$ cat config.mk
export PLATFORM = sky130hd
export DESIGN_NAME = fb_port_arbiter
export DESIGN_NICKNAME = d
export VERILOG_FILES = /design/src/rtl/fb_pkg.sv /design/src/rtl/fb_clear_sweep.sv /design/src/rtl/fb_port_arbiter.sv
export SDC_FILE = /design/constraint.sdc
export NUM_CORES = 1
export LEC_CHECK = 0
export CORE_UTILIZATION = 41
export CTS_CLUSTER_SIZE = 25
export DETAILED_ROUTE_END_ITERATION = 8
export PLACE_DENSITY = 0.76
export SYNTH_ARGS = -nofsm -noshare
export SYNTH_HDL_FRONTEND = slang
export SYNTH_SLANG_ARGS = --single-unit
$ cat constraint.sdc
create_clock -name clk -period 1.66 [get_ports clk]
set_input_delay 0.332 -clock clk [delete_from_list [all_inputs] [get_ports clk]]
set_output_delay 0.332 -clock clk [all_outputs]
set_load 0.02 [all_outputs]
$ cat src/rtl/fb_pkg.sv
// Shared constants and types for the framebuffer port arbiter.
// Geometry, pixel word type and clear-sequencer state encoding.
package fb_pkg;

  localparam int ADDR_W   = 15;
  localparam int DATA_W   = 12;
  localparam int FB_W     = 160;
  localparam int FB_H     = 120;
  localparam int FB_DEPTH = FB_W * FB_H;
  localparam int PIX_LAT  = 3;

  localparam logic [ADDR_W-1:0] LAST_ADDR = ADDR_W'(FB_DEPTH - 1);

  typedef logic [DATA_W-1:0] pixel_t;

  typedef enum logic [1:0] {
    IDLE,
    ARMED,
    CLEAR
  } clear_state_t;

  function automatic logic in_range(input logic [ADDR_W-1:0] addr);
    return addr <= LAST_ADDR;
  endfunction

endpackage

$ cat src/rtl/fb_clear_sweep.sv
// Address counter for the frame-clear sequencer.
// Advances one word per granted clear write; restart returns it to word 0.
module fb_clear_sweep
  import fb_pkg::*;
(
  input  logic              clk,
  input  logic              reset,
  input  logic              advance,
  input  logic              restart,
  output logic [ADDR_W-1:0] addr,
  output logic              last
);

  // Restart wins over advance so the terminal write leaves the counter at 0.
  always_ff @(posedge clk or negedge reset) begin
    if (!reset) begin
      addr <= '0;
    end else if (restart) begin
      addr <= '0;
    end else if (advance) begin
      addr <= addr + 1'b1;
    end
  end

  assign last = (addr == LAST_ADDR);

endmodule

$ cat src/rtl/fb_port_arbiter.sv
// Single-port framebuffer arbiter: scan-out reads first, then the frame-clear
// sweep, then drawing-engine writes; one registered RAM access per cycle.
module fb_port_arbiter
  import fb_pkg::*;
(
  input  logic              clk,
  input  logic              reset,
  input  logic              pix_req,
  input  logic [ADDR_W-1:0] pix_addr,
  output logic              pix_rvalid,
  output logic [DATA_W-1:0] pix_rdata,
  input  logic              wr_valid,
  output logic              wr_ready,
  input  logic [ADDR_W-1:0] wr_addr,
  input  logic [DATA_W-1:0] wr_data,
  input  logic              clear_start,
  input  logic [DATA_W-1:0] clear_color,
  input  logic              frame_start,
  output logic              clear_busy,
  output logic              clear_done,
  output logic              mem_en,
  output logic              mem_we,
  output logic [ADDR_W-1:0] mem_addr,
  output logic [DATA_W-1:0] mem_wdata,
  input  logic [DATA_W-1:0] mem_rdata
);

  clear_state_t      state;
  clear_state_t      state_next;
  pixel_t            color_q;
  logic [ADDR_W-1:0] sweep_addr;
  logic              sweep_last;
  logic              clear_grant;
  logic              clear_final;
  logic              wr_fire;
  logic              pix_hit;
  logic              en_next;
  logic              we_next;
  logic [ADDR_W-1:0] addr_next;
  pixel_t            wdata_next;
  logic              s1_valid;
  logic              s1_oor;
  logic              s2_valid;
  logic              s2_oor;

  assign clear_grant = !pix_req && (state == CLEAR);
  assign clear_final = clear_grant && sweep_last;
  assign wr_ready    = reset && !pix_req && (state != CLEAR);
  assign wr_fire     = wr_valid && wr_ready;
  assign pix_hit     = pix_req && in_range(pix_addr);
  assign clear_busy  = (state != IDLE);

  fb_clear_sweep u_sweep (
    .clk     (clk),
    .reset   (reset),
    .advance (clear_grant && !sweep_last),
    .restart (clear_final),
    .addr    (sweep_addr),
    .last    (sweep_last)
  );

  always_ff @(posedge clk or negedge reset) begin
    if (!reset) begin
      state   <= IDLE;
      color_q <= '0;
    end else begin
      state <= state_next;
      if (state == IDLE && clear_start) begin
        color_q <= clear_color;
      end
    end
  end

  always_comb begin
    state_next = state;
    case (state)
      IDLE:    if (clear_start) state_next = ARMED;
      ARMED:   if (frame_start) state_next = CLEAR;
      CLEAR:   if (clear_final) state_next = IDLE;
      default: state_next = IDLE;
    endcase
  end

  // An out-of-range pixel request still owns the slot, so nothing else is issued.
  always_comb begin
    en_next    = 1'b0;
    we_next    = 1'b0;
    addr_next  = mem_addr;
    wdata_next = mem_wdata;
    if (pix_req) begin
      en_next = pix_hit;
      if (pix_hit) begin
        addr_next = pix_addr;
      end
    end else if (clear_grant) begin
      en_next    = 1'b1;
      we_next    = 1'b1;
      addr_next  = sweep_addr;
      wdata_next = color_q;
    end else if (wr_fire && in_range(wr_addr)) begin
      en_next    = 1'b1;
      we_next    = 1'b1;
      addr_next  = wr_addr;
      wdata_next = wr_data;
    end
  end

  always_ff @(posedge clk or negedge reset) begin
    if (!reset) begin
      mem_en     <= 1'b0;
      mem_we     <= 1'b0;
      mem_addr   <= '0;
      mem_wdata  <= '0;
      clear_done <= 1'b0;
    end else begin
      mem_en     <= en_next;
      mem_we     <= we_next;
      mem_addr   <= addr_next;
      mem_wdata  <= wdata_next;
      clear_done <= clear_final;
    end
  end

  // Fixed three-stage read pipeline; RAM data arrives while stage 2 is valid.
  always_ff @(posedge clk or negedge reset) begin
    if (!reset) begin
      s1_valid   <= 1'b0;
      s1_oor     <= 1'b0;
      s2_valid   <= 1'b0;
      s2_oor     <= 1'b0;
      pix_rvalid <= 1'b0;
      pix_rdata  <= '0;
    end else begin
      s1_valid   <= pix_req;
      s1_oor     <= pix_req && !pix_hit;
      s2_valid   <= s1_valid;
      s2_oor     <= s1_oor;
      pix_rvalid <= s2_valid;
      pix_rdata  <= (s2_valid && !s2_oor) ? mem_rdata : '0;
    end
  end

endmodule

# Yosys cells after proc, flatten, opt, wreduce, memory -nomap -nowiden
# Index checks and enable logic that the tools add are counted.
# word_totals
reg_bits,76
latch_bits,0
ramBits,0
mem_bits_ro,0
in_bits,72
output_inout_bits,45
elab_cells,66
n_memories,0
# op_classes
addsub,1
multipliers,0
div,0
order_cmp,2
n_eq_ne,8
shift,0
n_mux,17
bitwise_logic,1
n_reduce_logical,23
# op_table
operator,count
15-bit 2-to-1 mux,6
12-bit 2-to-1 mux,3
15-bit <= comparator (second input constant),2
15-bit by 1-bit adder with 15-bit output (second input constant),1
15-bit == test (second input constant),1
1-bit logical AND,11
2-bit != test (second input constant),4
2-bit 2-to-1 mux,3
2-bit case mux with 3 select lines,1
2-bit nonzero test,3
1-bit zero test,4
1-bit 2-to-1 mux,4
2-bit AND reduction,2
3-bit AND reduction,1
3-bit nonzero test,1
2-bit by 1-bit == test with 1-bit output (second input constant),1
2-bit == test (second input constant),1
2-bit zero test,1
2-bit by 1-bit != test with 1-bit output (second input constant),1
1-bit inverter,1

# Depth between registers and ports, before layout
# depth
word_depth,8
ltp_mapped,6
ltp_nobuf,5

# Cells and area by module
# Synthesis repeated with hierarchy kept, for this count alone.
# hier_totals
hier_cells,290
hier_area_um2,3654.8
# by_module_without_submodules
module,instances,cells_per_inst,area_each_um2,seq_area_each_um2
fb_port_arbiter,1,206,2808.9,1526.5
fb_clear_sweep,1,84,845.8,375.4

# Worst setup path before layout
# Ideal clock, no wire load.
# synth_timing
path_kind,input-to-reg
start,in pix_req
end,reg mem_wdata[10]
setup_ns,0.125
t_arrival_ns,1.674
t_required_ns,1.535
path_slack_ns,-0.139
path_stages,5
path_buffers,2
cell_sequence,buf_2 nor3b_4 buf_4 mux2_2 mux2_2
# synth_between
elab_chain_cells,7
word_cells_on_any_way,10
classes_between,mux: 1; bitwise: 1; reduce/logical: 8
# synth_lines
item,line_no,rtl
from (decl),fb_port_arbiter.sv:8,"input logic pix_req,"
1-bit zero test,"fb_port_arbiter.sv:46, fb_port_arbiter.sv:48",
1-bit logical AND (2 in series),fb_port_arbiter.sv:48,assign wr_ready = reset && !pix_req && (state != CLEAR);
1-bit logical AND,fb_port_arbiter.sv:49,assign wr_fire = wr_valid && wr_ready;
1-bit logical AND,fb_port_arbiter.sv:100,end else if (wr_fire && in_range(wr_addr)) begin
2-bit nonzero test (no line),--,
2-bit AND reduction (no line),--,
to (signal assigned),fb_port_arbiter.sv:119,mem_wdata <= wdata_next;
to (decl),fb_port_arbiter.sv:24,"output logic [DATA_W-1:0] mem_wdata,"
# Parallel ways exist; a longest one is shown, timed or not.
# A chain may end at the register's enable or synchronous reset.

# Final worst setup path
# layout_timing
start,reg state[0]
end,reg mem_wdata[11]
# layout_between
elab_chain_cells,6
word_cells_on_any_way,9
classes_between,eq/ne: 2; mux: 1; reduce/logical: 6
# layout_lines
item,line_no,rtl
from (decl),fb_port_arbiter.sv:28,clear_state_t state;
from (signal assigned),fb_port_arbiter.sv:67,state <= state_next;
2-bit != test,fb_port_arbiter.sv:48,
1-bit logical AND,fb_port_arbiter.sv:48,
1-bit logical AND,fb_port_arbiter.sv:49,
1-bit logical AND,fb_port_arbiter.sv:100,
2-bit nonzero test (no line),--,
2-bit AND reduction (no line),--,
# Parallel ways exist; a longest one is shown, timed or not.

==> flow_metrics.py <==
metrics = {
    "layout": {
        "ff_latch_area_um2": 1900,
        "layout_commonest_cell": "dfrtp_1",
        "drive_above_1_share_pct": 30.1,
        "final_cell_mix": "dfrtp_1 (75), clkdlybuf4s50_1 (59), dlygate4sd2_1 (36), buf_4 (35), mux2_4 (32)",
        "fin_cells": 550,
        "area_growth_pct": 61.1,
        "nets": 516,
        "n_antenna_cell": 0,
        "multi_input_area_um2": 1650,
        "nFillCells": 574,
    },
    "global_route": {
        "grt_pass1_vias": 2970,
        "antenna_found_initial": 0,
        "grt_overflow": 0,
        "grtUsageTotal_pct": 22.2,
        "grt_pass1_wl_um": 14600,
        "grt_max_degree": 50,
    },
    "sta": {
        "hold_violations": 0,
        "drv_slew": 0,
        "fin_skew_ns": 0.0116,
        "worst_slack_ns": -0.0606,
        "period_minus_slack_ns": 1.72,
        "rsz0062_at_grt": "true",
        "max_slew_margin_pct": 58.7,
        "post-route-period-util_pct": 104,
        "worst_pin_slew_ns": 0.619,
        "fmax_mhz": 581,
        "hold_slack_ns": 0.107,
        "setup_viol": 21,
    },
    "power": {
        "ir_drop_uv": 966,
        "powerDensity_nw_per_um2": 1310,
        "p_leak_uw": 0.00279,
        "total_power_uw": 7230,
    },
    "detailed_routing": {
        "initialDrtViolationCount": 128,
        "avgViaCountPerCell": 5.04,
        "routedWlPerCell_um": 16.8,
        "drt-pass1-iter-count": 4,
        "via_count": 2770,
        "ant_nets": 0,
        "wl_um": 9270,
        "drc": 0,
    },
    "clock_network": {
        "path_clk_slew_ns": 0.09,
        "numCtsBuffers": 9,
        "clockRootBuffer": "clkbuf_8",
        "cts_tree": "done",
        "clock_path_buffers": 2,
        "ctsHtreeMaxLevel": 3,
        "cts_hold_buf": 0,
        "cts_sinks": 76,
        "clk_latency_ns": 0.35,
    },
    "worst_setup_path": {
        "critPathArrivalTime_ns": 1.96,
        "worstSetupEndpointType": "flop",
        "crit_path_cell_trace": "buf_6 > nor3b_4 > clkbuf_16 > mux2_4 > mux2_4",
        "worstSetupStartpointType": "flop",
        "critical_path_buf_inv_count": 2,
        "crit_required_ns": 1.90,
        "cp_top_family": "multiplexers",
        "crit_path_max_fanout": 7,
        "cp_common_cell": "mux2_4",
        "path_class": "flop to flop",
        "max_stage_delay_ns": 0.40,
        "cp_slowest_cell": "dfrtp_1",
    },
    "placement": {
        "dpl.hpwl_um": 6480,
        "pre_cts_slack_ns": -0.519,
        "io_buffers": 116,
        "gp_congestion": 0.882,
        "dp_cells": 527,
    },
    "min_path": {
        "holdCritPathClass": "input port to async pin",
    },
    "die": {
        "num_rows": 32,
        "start_util_pct": 43.3,
        "die_w_um": 93.5,
        "dieArea_um2": 8740,
        "io_pins": 117,
        "die_h_um": 93.5,
        "core_area_um2": 7930,
    },
    "run_status": {
        "status": "finished with violations",
        "violations": "negative setup slack",
    },
    "logic_synthesis": {
        "synthCells": 282,
        "synthesis.area_um2": 3430,
        "syn_nets": 355,
        "yosysWarnings": 0,
        "syn_area_per_cell_um2": 12.2,
        "synth_seq_cells": 76,
        "synth_seq_area_share_pct": 55.4,
        "synth_cell_types": 35,
    },
    "run": {
        "max-cap-violations": 0,
    },
}
## synthesized netlist by cell type
cell	instances	share of area (%)
clkbuf_1	5	0.55
and2_1	14	2.6
inv_1	5	0.55
nand4_1	4	0.73
nand4_4	1	0.62
and3_1	2	0.36
nor2_1	9	0.98
buf_6	2	0.66
nor2_2	1	0.18
nand3_1	6	0.88
nor2b_1	2	0.36
nor3b_1	1	0.22
nor3b_4	1	0.55
a31oi_2	1	0.36
xor2_1	1	0.26
ha_1	1	0.36
nand4bb_1	1	0.33
nor3_1	3	0.44
mux2i_1	15	4.4
nand2b_1	3	0.55
buf_4	2	0.44
nand2_1	27	3.0
nor4_1	2	0.36
or3_1	1	0.18
dfrtp_1	76	55
o21ai_0	21	3.1
a211oi_1	1	0.22
o22ai_1	2	0.36
and4_1	2	0.51
or2_2	1	0.18
xnor2_1	9	2.3
buf_2	3	0.44
o211ai_1	1	0.22
a21oi_1	5	0.73
mux2_2	51	17
## worst register-to-register path: stages (launching register included)
cell,delay [ns]
dfrtp_1,0.40
buf_6,0.13
nor3b_4,0.30
clkbuf_16,0.23
mux2_4,0.30
mux2_4,0.25
## power breakdown
group / switching [uW] / leakage, uW / internal [uW]
Clock: 741 / 0.000113 / 872
Combinational: 1280 / 0.00173 / 1650
Sequential: 311 / 0.000939 / 2370
## metrics by stage
step | cell area, um^2 | utilization (%) | TNS [ns]
floorplan | 3480 | - | -0.325
global placement | 5020 | 63.3 | -17.01
detailed placement | 5020 | 63.3 | -18.31
CTS | 5310 | 66.9 | -0.276
global route | 5530 | 69.7 | -2.72
finish | 5530 | 69.7 | -0.890
## path summary, 6_finish.rpt
path                       depth (start not counted)            startpoint  slack (ns)                   endpoint
min                                                3                 reset        0.11    mem_addr[4]$_DFFE_PN0P_
min in group clk                                   0      s1_oor$_DFF_PN0_        0.35           s2_oor$_DFF_PN0_
max reg2reg                                        5  state[0]$_DFFE_PN0P_       -0.06  mem_wdata[11]$_DFFE_PN0P_
max                                                5  state[0]$_DFFE_PN0P_       -0.06  mem_wdata[11]$_DFFE_PN0P_
max in group asynchronous                          2                 reset        1.09       state[1]$_DFFE_PN0P_
min reg2reg                                        0      s1_oor$_DFF_PN0_        0.35           s2_oor$_DFF_PN0_
## final cells by class
type	count	area share (%)
clock buffers	9	2.24
clock inverters	7	1.90
inverters	5	0.340
multi-input cells	189	29.9
flip-flops and latches	76	34.4
well taps	102	2.31
repair buffers	162	28.9
## sequential cells by signal, indices dropped and copies added (netlist names)
name          cells
mem_addr         15
u_sweep.addr     15
color_q          12
mem_wdata        12
pix_rdata        12
state             2
clear_done        1
mem_en            1
mem_we            1
pix_rvalid        1
s1_oor            1
s1_valid          1
s2_oor            1
s2_valid          1
## cells by family (layout without fill, tap and decap cells)
group           count (synthesis)  after routing  synth area share, %
flops                          76             76                 55.4
simple gates                   81             81                 12.9
buf+inv                        17            183                 2.63
fa+ha+maj                       1              1                0.365
xor+xnor                       10             10                 2.55
compound gates                 31             31                 4.96
mux                            66             66                 21.1
## timing repair
item                       4_1_cts  5_1_grt
hold endpoints to repair         0        0
resized for setup               61       56
setup endpoints to repair       55       51
setup buffers                    2        4
gates cloned                     1        1
pin swaps                        6        7
## metal layers
metal / GRT usage (%) / wire [um]
met4: 8.97 / 141
met2: 37.7 / 4770
met3: 4.63 / 486
met1: 27.5 / 3860
met5: 0 / 0
(Power assumes the default switching activity.)
